`src/rtl/usb_device_line_receiver.sv`:
```
// USB device-side line receiver: SYNC detect, NRZI decode, bit unstuffing, byte assembly, EOP check.
// Optional first-byte PID check enabled by defining USB_RX_PID_CHECK_EN.
module usb_device_line_receiver #(
  parameter int unsigned RESET_CYCLES = 16
) (
  input  logic       clock,
  input  logic       reset,
  input  logic [1:0] IDLE_state,
  input  logic [1:0] J_state,
  input  logic [1:0] K_state,
  input  logic [1:0] usb_signals,
  output logic [7:0] rx_byte,
  output logic       rx_byte_val,
  output logic       rx_last,
  output logic       rx_active,
  output logic       rx_error,
  output logic       bus_reset
);

  localparam int unsigned RstW = $clog2(RESET_CYCLES + 1);
  localparam logic [RstW-1:0] RstMax = RstW'(RESET_CYCLES);

  typedef enum logic [2:0] {
    StIdle,
    StSync,
    StData,
    StEop,
    StWaitIdle
  } state_e;

  state_e          state_q, state_d;
  logic [1:0]      prev_q, prev_d;
  logic [2:0]      zero_cnt_q, zero_cnt_d;
  logic [2:0]      bit_cnt_q, bit_cnt_d;
  logic [2:0]      ones_cnt_q, ones_cnt_d;
  logic [7:0]      shift_q, shift_d;
  logic [7:0]      hold_q, hold_d;
  logic            hold_full_q, hold_full_d;
  logic [1:0]      se0_cnt_q, se0_cnt_d;
  logic [2:0]      j_cnt_q, j_cnt_d;
  logic [RstW-1:0] rst_cnt_q, rst_cnt_d;
  logic [7:0]      rx_byte_q, rx_byte_d;
  logic            rx_byte_val_q, rx_byte_val_d;
  logic            rx_last_q, rx_last_d;
  logic            rx_active_q, rx_active_d;
  logic            rx_error_q, rx_error_d;
  logic            bus_reset_q, bus_reset_d;
`ifdef USB_RX_PID_CHECK_EN
  logic            first_q, first_d;
`endif

  logic       is_se0, is_se1, is_j, is_k, is_idle, nrzi_bit, fail;
  logic [7:0] byte_done;

  assign is_se0    = (usb_signals == 2'b00);
  assign is_se1    = (usb_signals == 2'b11);
  assign is_j      = (usb_signals == J_state);
  assign is_k      = (usb_signals == K_state);
  assign is_idle   = (usb_signals == IDLE_state);
  assign nrzi_bit  = (usb_signals == prev_q);
  assign byte_done = {nrzi_bit, shift_q[7:1]};

  always_comb begin
    state_d       = state_q;
    prev_d        = usb_signals;
    zero_cnt_d    = zero_cnt_q;
    bit_cnt_d     = bit_cnt_q;
    ones_cnt_d    = ones_cnt_q;
    shift_d       = shift_q;
    hold_d        = hold_q;
    hold_full_d   = hold_full_q;
    se0_cnt_d     = se0_cnt_q;
    j_cnt_d       = j_cnt_q;
    rx_byte_d     = rx_byte_q;
    rx_byte_val_d = 1'b0;
    rx_last_d     = 1'b0;
    rx_active_d   = rx_active_q;
    rx_error_d    = 1'b0;
    fail          = 1'b0;
`ifdef USB_RX_PID_CHECK_EN
    first_d       = first_q;
`endif

    if (is_se0) begin
      rst_cnt_d = (rst_cnt_q == RstMax) ? RstMax : rst_cnt_q + 1'b1;
    end else begin
      rst_cnt_d = '0;
    end
    bus_reset_d = (rst_cnt_d == RstMax);

    unique case (state_q)
      StIdle: begin
        if (prev_q == J_state && is_k) begin
          state_d    = StSync;
          zero_cnt_d = '0;
        end
      end
      StSync: begin
        if (is_se1) begin
          fail    = 1'b1;
          state_d = StWaitIdle;
        end else if (is_se0) begin
          state_d = StIdle;
        end else if (!nrzi_bit) begin
          if (zero_cnt_q != 3'd7) zero_cnt_d = zero_cnt_q + 3'd1;
        end else if (zero_cnt_q >= 3'd5) begin
          state_d     = StData;
          rx_active_d = 1'b1;
          bit_cnt_d   = '0;
          ones_cnt_d  = 3'd1;
          hold_full_d = 1'b0;
`ifdef USB_RX_PID_CHECK_EN
          first_d     = 1'b1;
`endif
        end else begin
          state_d = StIdle;
        end
      end
      StData: begin
        if (is_se1) begin
          fail    = 1'b1;
          state_d = StWaitIdle;
        end else if (is_se0) begin
          // EOP wins over a pending stuff bit.
          state_d   = StEop;
          se0_cnt_d = 2'd1;
        end else if (ones_cnt_q == 3'd6) begin
          if (nrzi_bit) begin
            fail    = 1'b1;
            state_d = StWaitIdle;
          end else begin
            ones_cnt_d = '0;
          end
        end else begin
          shift_d    = byte_done;
          ones_cnt_d = nrzi_bit ? ones_cnt_q + 3'd1 : 3'd0;
          if (bit_cnt_q == 3'd7) begin
            bit_cnt_d = '0;
`ifdef USB_RX_PID_CHECK_EN
            first_d   = 1'b0;
            if (first_q && (byte_done[3:0] != ~byte_done[7:4])) begin
              fail    = 1'b1;
              state_d = StWaitIdle;
            end else
`endif
            begin
              // One-deep hold so the last byte can be tagged once EOP is seen.
              if (hold_full_q) begin
                rx_byte_val_d = 1'b1;
                rx_byte_d     = hold_q;
              end
              hold_d      = byte_done;
              hold_full_d = 1'b1;
            end
          end else begin
            bit_cnt_d = bit_cnt_q + 3'd1;
          end
        end
      end
      StEop: begin
        if (is_se1 || is_k) begin
          fail    = 1'b1;
          state_d = StWaitIdle;
        end else if (is_se0) begin
          if (se0_cnt_q == 2'd2) begin
            fail    = 1'b1;
            state_d = StWaitIdle;
          end else begin
            se0_cnt_d = 2'd2;
          end
        end else if (is_j) begin
          state_d = StIdle;
          if (bit_cnt_q == 3'd0 && hold_full_q) begin
            rx_byte_val_d = 1'b1;
            rx_last_d     = 1'b1;
            rx_byte_d     = hold_q;
            rx_active_d   = 1'b0;
            hold_full_d   = 1'b0;
          end else begin
            fail = 1'b1;
          end
        end
      end
      StWaitIdle: begin
        if (is_idle) begin
          if (prev_q == 2'b00 || j_cnt_q == 3'd6) begin
            state_d = StIdle;
            j_cnt_d = '0;
          end else begin
            j_cnt_d = j_cnt_q + 3'd1;
          end
        end else begin
          j_cnt_d = '0;
        end
      end
      default: state_d = StIdle;
    endcase

    if (bus_reset_d && !bus_reset_q && (state_d inside {StSync, StData, StEop})) begin
      fail    = 1'b1;
      state_d = StWaitIdle;
    end

    if (fail) begin
      rx_error_d    = 1'b1;
      rx_active_d   = 1'b0;
      hold_full_d   = 1'b0;
      rx_byte_val_d = 1'b0;
      rx_last_d     = 1'b0;
      j_cnt_d       = '0;
    end
  end

  always_ff @(posedge clock) begin
    if (reset) begin
      state_q       <= StIdle;
      prev_q        <= 2'b00;
      zero_cnt_q    <= '0;
      bit_cnt_q     <= '0;
      ones_cnt_q    <= '0;
      shift_q       <= '0;
      hold_q        <= '0;
      hold_full_q   <= 1'b0;
      se0_cnt_q     <= '0;
      j_cnt_q       <= '0;
      rst_cnt_q     <= '0;
      rx_byte_q     <= '0;
      rx_byte_val_q <= 1'b0;
      rx_last_q     <= 1'b0;
      rx_active_q   <= 1'b0;
      rx_error_q    <= 1'b0;
      bus_reset_q   <= 1'b0;
`ifdef USB_RX_PID_CHECK_EN
      first_q       <= 1'b0;
`endif
    end else begin
      state_q       <= state_d;
      prev_q        <= prev_d;
      zero_cnt_q    <= zero_cnt_d;
      bit_cnt_q     <= bit_cnt_d;
      ones_cnt_q    <= ones_cnt_d;
      shift_q       <= shift_d;
      hold_q        <= hold_d;
      hold_full_q   <= hold_full_d;
      se0_cnt_q     <= se0_cnt_d;
      j_cnt_q       <= j_cnt_d;
      rst_cnt_q     <= rst_cnt_d;
      rx_byte_q     <= rx_byte_d;
      rx_byte_val_q <= rx_byte_val_d;
      rx_last_q     <= rx_last_d;
      rx_active_q   <= rx_active_d;
      rx_error_q    <= rx_error_d;
      bus_reset_q   <= bus_reset_d;
`ifdef USB_RX_PID_CHECK_EN
      first_q       <= first_d;
`endif
    end
  end

  assign rx_byte     = rx_byte_q;
  assign rx_byte_val = rx_byte_val_q;
  assign rx_last     = rx_last_q;
  assign rx_active   = rx_active_q;
  assign rx_error    = rx_error_q;
  assign bus_reset   = bus_reset_q;

endmodule

```
`config.mk`:
```
export PLATFORM = sky130hd
export DESIGN_NAME = usb_device_line_receiver
export DESIGN_NICKNAME = d
export VERILOG_FILES = /design/src/rtl/usb_device_line_receiver.sv
export SDC_FILE = /design/constraint.sdc
export NUM_CORES = 1
export LEC_CHECK = 0
export CAP_MARGIN = 20
export CORE_MARGIN = 3
export CORE_UTILIZATION = 30
export DETAILED_ROUTE_END_ITERATION = 16
export PLACE_DENSITY = 0.54
export SETUP_SLACK_MARGIN = 0.4
export SYNTH_ARGS = -nofsm -noshare
export SYNTH_HDL_FRONTEND = slang
export SYNTH_SLANG_ARGS = --single-unit
```
`constraint.sdc`:
```
create_clock -name clock -period 2.25 [get_ports clock]
set_input_delay 0.45 -clock clock [delete_from_list [all_inputs] [get_ports clock]]
set_output_delay 0.45 -clock clock [all_outputs]
set_load 0.01 [all_outputs]
```
## Word-level counts from Yosys, hierarchy flattened

Index checks and enable logic that the tools add are counted.

- Input port bits: 10
- Bits in registers: 54
- Logic and storage cells: 200
- Output and inout port bits: 13

- Bitwise gates (word level): 4
- Muxes and demuxes: 103
- Equal/unequal tests: 40
- Magnitude comparators: 1
- Reduce and logical (&&, ||, !) cells: 29
- Add/subtract/negate cells: 5

Operator list:

| kind | count |
|---|---|
| 3-bit 2-to-1 mux | 39 |
| 8-bit 2-to-1 mux | 9 |
| 2-bit inequality test (second input constant) | 19 |
| 1-bit 2-to-1 mux | 37 |
| 3-bit one-hot mux with 2 select lines | 3 |
| 8-bit one-hot mux with 2 select lines | 1 |
| 8-bit AND reduction | 2 |
| 3-bit one-hot mux with 5 select lines | 1 |
| 13-bit AND reduction | 1 |
| 3-bit by 1-bit adder with 3-bit output (second input constant) | 4 |
| 3-bit by 2-bit == test with 1-bit output (second input constant) | 4 |
| 3-bit == test (second input constant) | 4 |
| 2-bit 2-to-1 mux | 6 |
| 6-bit AND reduction | 2 |
| 2-bit == test | 5 |
| 5-bit == test (second input constant) | 2 |
| 5-bit 2-to-1 mux | 2 |
| 10-bit AND reduction | 1 |
| 9-bit AND reduction | 1 |
| 2-bit nonzero test | 4 |
| 3-bit by 1-bit == test with 1-bit output (second input constant) | 2 |
| 3-bit zero test | 2 |
| 3-bit inequality test (second input constant) | 2 |
| 1-bit one-hot mux with 3 select lines | 2 |
| other kinds (15) | 27 |

## Longest topological paths before layout

Gate-level depths: netlist of the first run.

- Depth in word-level cells: 11
- Mapped depth: 9
- Mapped depth without buffers: 8

## Worst setup path before layout of the first run

OpenSTA, ideal clock, no wires.

- Kind: in2reg
- From: input port usb_signals[0]
- To: register rx_byte_val_q (netlist: rx_byte_val)
- Arrival time: 1.935 ns
- Stages on the path: 7
- Slack: 0.227 ns
- Cells stage by stage: buf_4 > xor2_1 > or2_4 > a221o_1 > o21ba_1 > buf_6 > nor4b_2

- Cells in the longest elaborated chain, start to end: 11

RTL lines:

| element | line | text |
|---|---|---|
| start: declaration | 11 | `input logic [1:0] usb_signals,` |
| 2-bit == test | 60 | `assign nrzi_bit = (usb_signals == prev_q);` |
| 3-bit 2-to-1 mux | 128 | `if (nrzi_bit) begin` |
| 3-bit 2-to-1 mux | 127 | `end else if (ones_cnt_q == 3'd6) begin` |
| 3-bit 2-to-1 mux | 123 | `end else if (is_se0) begin` |
| 3-bit 2-to-1 mux | 120 | `if (is_se1) begin` |
| 3-bit one-hot mux with 5 select lines | 91 | `unique case (state_q)` |
| 3-bit by 1-bit == test with 1-bit output or 3-bit by 2-bit == test with 1-bit output (tied branches) | 199 | `if (bus_reset_d && !bus_reset_q && (state_d inside {StSync, StData, StEop})) begin` |
| 3-bit nonzero test | 199 |  |
| 1-bit logical AND | 199 |  |
| 1-bit 2-to-1 mux | 199 |  |
| 2-bit OR reduction (no source line) | -- |  |
| end signal: assignment | 249 | `rx_byte_val_q <= rx_byte_val_d;` |
| end: declaration | 43 | `logic rx_byte_val_q, rx_byte_val_d;` |

Several ways; a longest one is shown, not always the timed one.
A chain may end at the register's enable or synchronous reset.

## Worst setup path in the final report of the first run

- From: register rst_cnt_q[1]
- To: register rx_last_q (netlist: rx_last)

- Cells in the longest elaborated chain, start to end: 8

RTL lines:

| element | line | text |
|---|---|---|
| start: declaration | 41 | `logic [RstW-1:0] rst_cnt_q, rst_cnt_d;` |
| start signal: assignment | 247 | `rst_cnt_q <= rst_cnt_d;` |
| 5-bit by 1-bit adder with 5-bit output or 5-bit == test (tied branches) | 85 | `rst_cnt_d = (rst_cnt_q == RstMax) ? RstMax : rst_cnt_q + 1'b1;` |
| 5-bit 2-to-1 mux * | 85 |  |
| 5-bit 2-to-1 mux * | 84 | `if (is_se0) begin` |
| 5-bit == test * | 89 | `bus_reset_d = (rst_cnt_d == RstMax);` |
| 1-bit logical AND * (2 in series) | 199 |  |
| 1-bit 2-to-1 mux * | 199 |  |
| 3-bit OR reduction (no source line) * | -- |  |
| end signal: assignment | 250 | `rx_last_q <= rx_last_d;` |
| end: declaration | 44 | `logic rx_last_q, rx_last_d;` |

Every way passes the cells marked *; elsewhere a longest branch is shown, timed or not.

==> run metrics, run 1 <==
FFs w/ async S/R, synth=0%; post-layout util=43.02%; static leakage=~1.5 nW; hpwl dp=about 4800 um; first-pass GRT wire length=~12,000 um; clock transition at the registers of the reported paths=around 0.090 ns; Cell Area, Synth=roughly 2900 um^2; syn nets=~350; CTS tree=built; VDD IR-drop max=roughly 280 uV; pin slew with the least headroom to its limit=0.6614 ns; Synth Flop Type=dfxtp_1; post-synth top area share=37.03%; Final ANT Viol Nets=0; Tot GR Track Use=about an eighth; total power=1.708 mW; sequential cell area fraction in the yosys report=a little under two fifths; starting density of the core=between 30% and 40%; vias in the first global route=about 2.5k; Sum Neg Setup Slack=0 ns; diode count=0; crit end category=flop; WL/cell=around 13 um; mean number of vias per cell=between 4 and 5; Die Area=between 10,000 and 15,000 um^2; worst-skew pair later-pin latency=around 0.30 ns; largest cells by area after synthesis=dfxtp_1 37%, mux2i_1 6.6%, nor2_1 5.8%; TritonCTS Buffers=5; Slew Limit Fails=0; CP arrival=2.20 ns; fin nets=between 400 and 500; Worst Hold Class=in -> reg; Fmax=around 0.49 GHz; layout cells sized above 1=between 30% and 40%; height of the chip=slightly above 100 um; fill count=912; drt first pass iters=4; Finished Cell Area=just under 4000 um^2; Mean Syn Cell Area=between 8 and 9 um^2; Worst setup SP type=flop; cts hold-fix bufs=0; die span in x=103.7 um; Yosys Warn Count=0; Hold Path Cell Cnt=4; post-synth top area cell=dfxtp_1; unrepaired setup endpoints after global routing=yes; PwrDens=between 400 and 500 nW/um^2; area grow syn2layout=38.73%; Final min period=approximately 2.0 ns; htree depth=2; # DRC=0; EDFF count, synth=0; Yosys reg bits=53; count of final setup violators=0; RePlAce Congestion=around 0.80; Core ar.=approximately 9200 um^2; Root Buffer=clkbuf_8; Post-Route WL=between 6000 and 7000 um; antenna violations before repair=0; Final Hold Fails=0; Crit Path Class=reg -> reg; Port Buf Inserts=22; Vias=between 2k and 2.5k; Worst Path Required=around 2.4 ns; R2R depth=9; pin count of the biggest net entering global routing=30; status=complete, no violations; Longest Clk Path Bufs=2; Clock Skew=0.007319 ns; post-placement cell area=3527 um^2; std cell rows=35; initial DRC count=83; post-synth cell types=about 60; Sink Count=53; Final Cycle Share=~90%; critical-path maximum fanout=8; number of max-cap violations=0; Mapped Cells=325; Slew HR=between 50% and 60%; global route overflow=0; boundary pin count=23
==> flip-flops by register name (all words and copies together) (netlist names) <==
name and flops:
state_q 3, zero_cnt_q 3, j_cnt_q 3, rx_last 1, bus_reset 1, hold_q 8
rx_byte 8, ones_cnt_q 3, rx_byte_val 1, shift_q 7, rx_error 1, se0_cnt_q 2
hold_full_q 1, rst_cnt_q 5, rx_active 1, prev_q 2, bit_cnt_q 3
==> power by group <==
group	switching, mW	internal, mW
sequential	0.0106	0.939
clock	0.316	0.223
combinational	0.104	0.115
total	0.431	1.28
==> cells in the mapped netlist, drive strengths merged, types with 4 or more instances <==
library cell / n
nor4: 6
mux2i: 19
nand4: 5
dfxtp: 53
o21bai: 4
ha: 12
xnor2: 9
a21oi: 18
nand2b: 4
inv: 11
nor2: 46
clkbuf: 6
o21ai: 8
xor2: 6
nand2: 29
nor3b: 4
nand3: 9
nor3: 14
buf: 10
nor2b: 5
==> per-layer routing <==
| metal | track usage, % | vias up | part of all wire (%) | wire (um) |
|---|---|---|---|---|
| met4 | 3.039 | 0 | 1.4 | 93 |
| met3 | 1.931 | 8 | 1.3 | 88 |
| met5 | 0 | - | 0 | 0 |
| met1 | 17.60 | 1185 | 49 | 3298 |
| li1 | - | 1276 | - | - |
| met2 | 20.47 | 19 | 48 | 3259 |
==> per-stage QoR <==
stage / hold WS (ns) / setup WS, ns / instances
6_report: 0.4339 / 0.2174 / 521
5_1_grt: 0.4241 / 0.1431 / 521
4_1_cts: 0.4648 / 0.2674 / 516
3_5_place_dp: 0.4504 / -0.3675 / 500
3_3_place_gp: 0.4445 / -0.3808 / 500
2_1_floorplan: 0.4315 / 0.2788 / 325
==> final cells by class <==
cell class                 instances  area, um^2  share of cell area [%]
clock inverter                     2       13.76                  0.3462
multi-input combinational        245        1862                   46.84
sequential                        53        1080                   27.16
clock buffer                       6       72.57                   1.826
tap                              129       161.4                   4.060
timing repair buffer              75       739.5                   18.60
inverter                          11       46.29                   1.165
==> cells by family (layout without fill, tap and decap cells) <==
logic type               Yosys count  in the layout  synth area share, %
multiplexers                      20             20                7.030
AO/OA/AOI/OAI                     57             57                13.41
adder cells (fa/ha/maj)           12             12                5.240
flip-flops                        53             53                37.03
XOR/XNOR                          15             15                5.240
AND/OR/NAND/NOR                  141            141                27.25
buffers and inverters             27             94                4.803
==> worst paths after layout <==
kind,from,to,slack [ns]
worst max-delay path,rst_cnt_q[1]$_SDFF_PP0_,rx_last$_SDFF_PP0_,0.22
worst min-delay path,usb_signals[1],rst_cnt_q[1]$_SDFF_PP0_,0.43
worst max register to register,rst_cnt_q[1]$_SDFF_PP0_,rx_last$_SDFF_PP0_,0.22
worst min register to register,hold_q[3]$_SDFFE_PP0P_,hold_q[3]$_SDFFE_PP0P_,0.46
==> timing repair <==
item / in CTS / in global routing
buffers inserted: 6 / 5
cloned: 2 / 0
resized for setup: 48 / 31
pin swaps: 7 / 12
endpoints found under the setup margin: 39 / 27
==> cell usage in the layout (no fill, tap or decap), drive strengths merged, types with 9 or more instances in the layout <==
| master | n |
|---|---|
| buf | 55 |
| dfxtp | 53 |
| nor2 | 46 |
| nand2 | 29 |
| mux2i | 19 |
| a21oi | 18 |
| clkdlybuf4s50 | 15 |
| nor3 | 14 |
| inv | 12 |
| ha | 12 |
| xnor2 | 9 |
| nand3 | 9 |
==> worst max-delay path, cell delays in order, from the launching register on <==
cell     delay [ns]
dfxtp_4        0.38
inv_4          0.06
ha_4           0.12
nand2_2        0.03
o31a_1         0.28
o21ai_1        0.09
or4b_4         0.51
o21ba_4        0.26
buf_12         0.13
nor4_2         0.05
Note: power is estimated with default switching activity, not from simulation.
==> run 2: changes to the inputs <==
CTS_CLUSTER_DIAMETER = 30   (was default)
==> results of run 2 <==
Same layout as run 1: the final DEF is identical, and so are final timing and power.
==> run 3: changes to the inputs <==
CTS_CLUSTER_SIZE = 8   (was default)
RECOVER_POWER = 25   (was default)
==> run metrics, run 3 (synthesis results as in run 1) <==
crit path cell chain=inv_4, ha_4, nand2_2, o31a_1, o21ai_1, or4b_4, o21ba_4, buf_12, nor4_2; Multi-input gate area=1862 um^2; Sum Neg Setup Slack=0 ns; Vias=approximately 2.5k; Worst Hold End=rst_cnt_q[1]$_SDFF_PP0_; CP Launch Point=rst_cnt_q[1]$_SDFF_PP0_; Final Hold Fails=0; r2r endpoint=rx_last$_SDFF_PP0_; clock transition at the registers of the reported paths=0.09 ns; R2R depth=9; layout cells sized above 1=29.59%; CTS tree=built; initial DRC count=83; mean number of vias per cell=~4.8; hpwl dp=between 4000 and 5000 um; Sink Count=53; flop-to-flop setup slack=around 0.18 ns; Worst Hold Class=in -> reg; Slew Limit Fails=30; Clock Skew=roughly 0.0073 ns; Top Family by Delay on Critical Path=compound AO/OA/AOI/OAI gates; VDD IR-drop max=approximately 280 uV; Die Area=approximately 11,000 um^2; TritonCTS Buffers=5; vias in the first global route=~2.5k; # DRC=0; Final min period=2.070 ns; Finished Cell Area=between 3000 and 4000 um^2; Post-Route WL=6739 um; Core ar.=slightly above 9000 um^2; failing checks=capacitance limit, slew limit; static leakage=between 1 and 1.5 nW; height of the chip=between 100 and 150 um; fin nets=413; status=complete, but fails checks; diode count=0; most frequent cells in the layout=44 x dfxtp_1, 43 x nor2_1, 38 x buf_4, 26 x nand2_1, 19 x mux2i_1; Worst setup SP type=flop; Largest stage delay, worst path=0.51 ns; critical-path maximum fanout=8; post-placement cell area=roughly 3500 um^2; pin slew with the least headroom to its limit=between 1.5 and 2 ns; pin count of the biggest net entering global routing=30; worst-skew pair later-pin latency=approximately 0.3 ns; starting density of the core=around 31%; Buf+Inv Stages, Crit Path=2; Crit Path Class=reg -> reg; first-pass GRT wire length=between 10,000 and 15,000 um; commonest non-fill, non-tap cell in the layout=dfxtp_1; boundary pin count=23; Longest Clk Path Bufs=2; number of max-cap violations=1; Worst Path Required=around 2.4 ns; htree depth=2; RR Startpoint=rst_cnt_q[1]$_SDFF_PP0_; placed cell count=500; std cell rows=35; WL/cell=about 13 um; antenna violations before repair=0; Tot GR Track Use=roughly 13%; Slowest-stage cell, CP=or4b_4; count of final setup violators=0; CP arrival=2.20 ns; Final Cycle Share=about 90%; register area=1080 um^2; drt first pass iters=4; area grow syn2layout=38.47%; RePlAce Congestion=~0.80; cts hold-fix bufs=0; die span in x=between 100 and 150 um; unrepaired setup endpoints after global routing=yes; Hold Path Cell Cnt=4; worst min-delay path startpoint=usb_signals[1]; fill count=just over 900; crit end category=flop; Slew HR=-5.243%; PwrDens=roughly 430 nW/um^2; Final ANT Viol Nets=0; Port Buf Inserts=22; fin cells=~520; Fmax=0.4832 GHz; Root Buffer=clkbuf_8; global route overflow=0
run 3: changes by cell type in the layout (fill, tap and decap cells not counted), sizes merged:
cell,delta
clkbuf,+3
buf,-3
run 3: where the power goes:
group          switching, mW  leakage (nW)  internal, mW
clock                  0.316        0.0456         0.223
combinational          0.104         0.970         0.114
sequential            0.0106         0.432         0.939
run 3: final cells by class:
cell class	count	area share, %
clock buffers	6	1.829
clock inverters	2	0.3469
inverters	11	1.167
multi-input cells	245	46.93
flip-flops and latches	53	27.22
well taps	129	4.068
repair buffers	75	18.45
run 3: worst min-delay path: cells and delay by family:
kind          cells  cell delay (ns)
simple gates      3             0.16
buf+inv           1             0.08
run 3: timing repair:
| item | in CTS | in global routing |
|---|---|---|
| setup endpoints to repair | 39 | 27 |
| resized for setup | 48 | 31 |
| pin swaps | 7 | 12 |
| buffers inserted | 6 | 5 |
| hold endpoints to repair | 0 | 0 |
| gates cloned | 2 | 0 |
run 3: how the worst max path moves through the flow:
stage,depth (start not counted),slack (ns),endpoint
4_1_cts,9,0.27,rx_byte_val$_SDFF_PP0_
3_5_place_dp,9,-0.37,rx_byte[2]$_SDFFE_PP0P_
2_1_floorplan,7,0.28,rx_error$_SDFF_PP0_
6_report,9,0.18,rx_last$_SDFF_PP0_
3_3_place_gp,8,-0.38,hold_full_q$_SDFFE_PP0P_
5_1_grt,9,0.1,j_cnt_q[1]$_SDFFE_PP0N_
run 3: per-stage QoR:
stage                     hold slack (ns)  utilization [%]  setup WS, ns  total power, mW
after floorplan                    0.4315                -        0.2788            1.075
after global placement             0.4445            38.17       -0.3808            1.155
after detailed placement           0.4504            38.17       -0.3675            1.157
after CTS                          0.4648            41.57        0.2674            1.721
after global routing               0.4241            42.94       0.09923            1.784
final                              0.4339            42.94        0.1803            1.707
run 3: layer usage:
metal / wire (um) / part of all wire (%) / track usage [%]
met3: 83 / 1.2 / 1.931
met4: 93 / 1.4 / 3.039
met1: 3292 / 49 / 17.60
met5: 0 / 0 / 0
met2: 3270 / 49 / 20.47
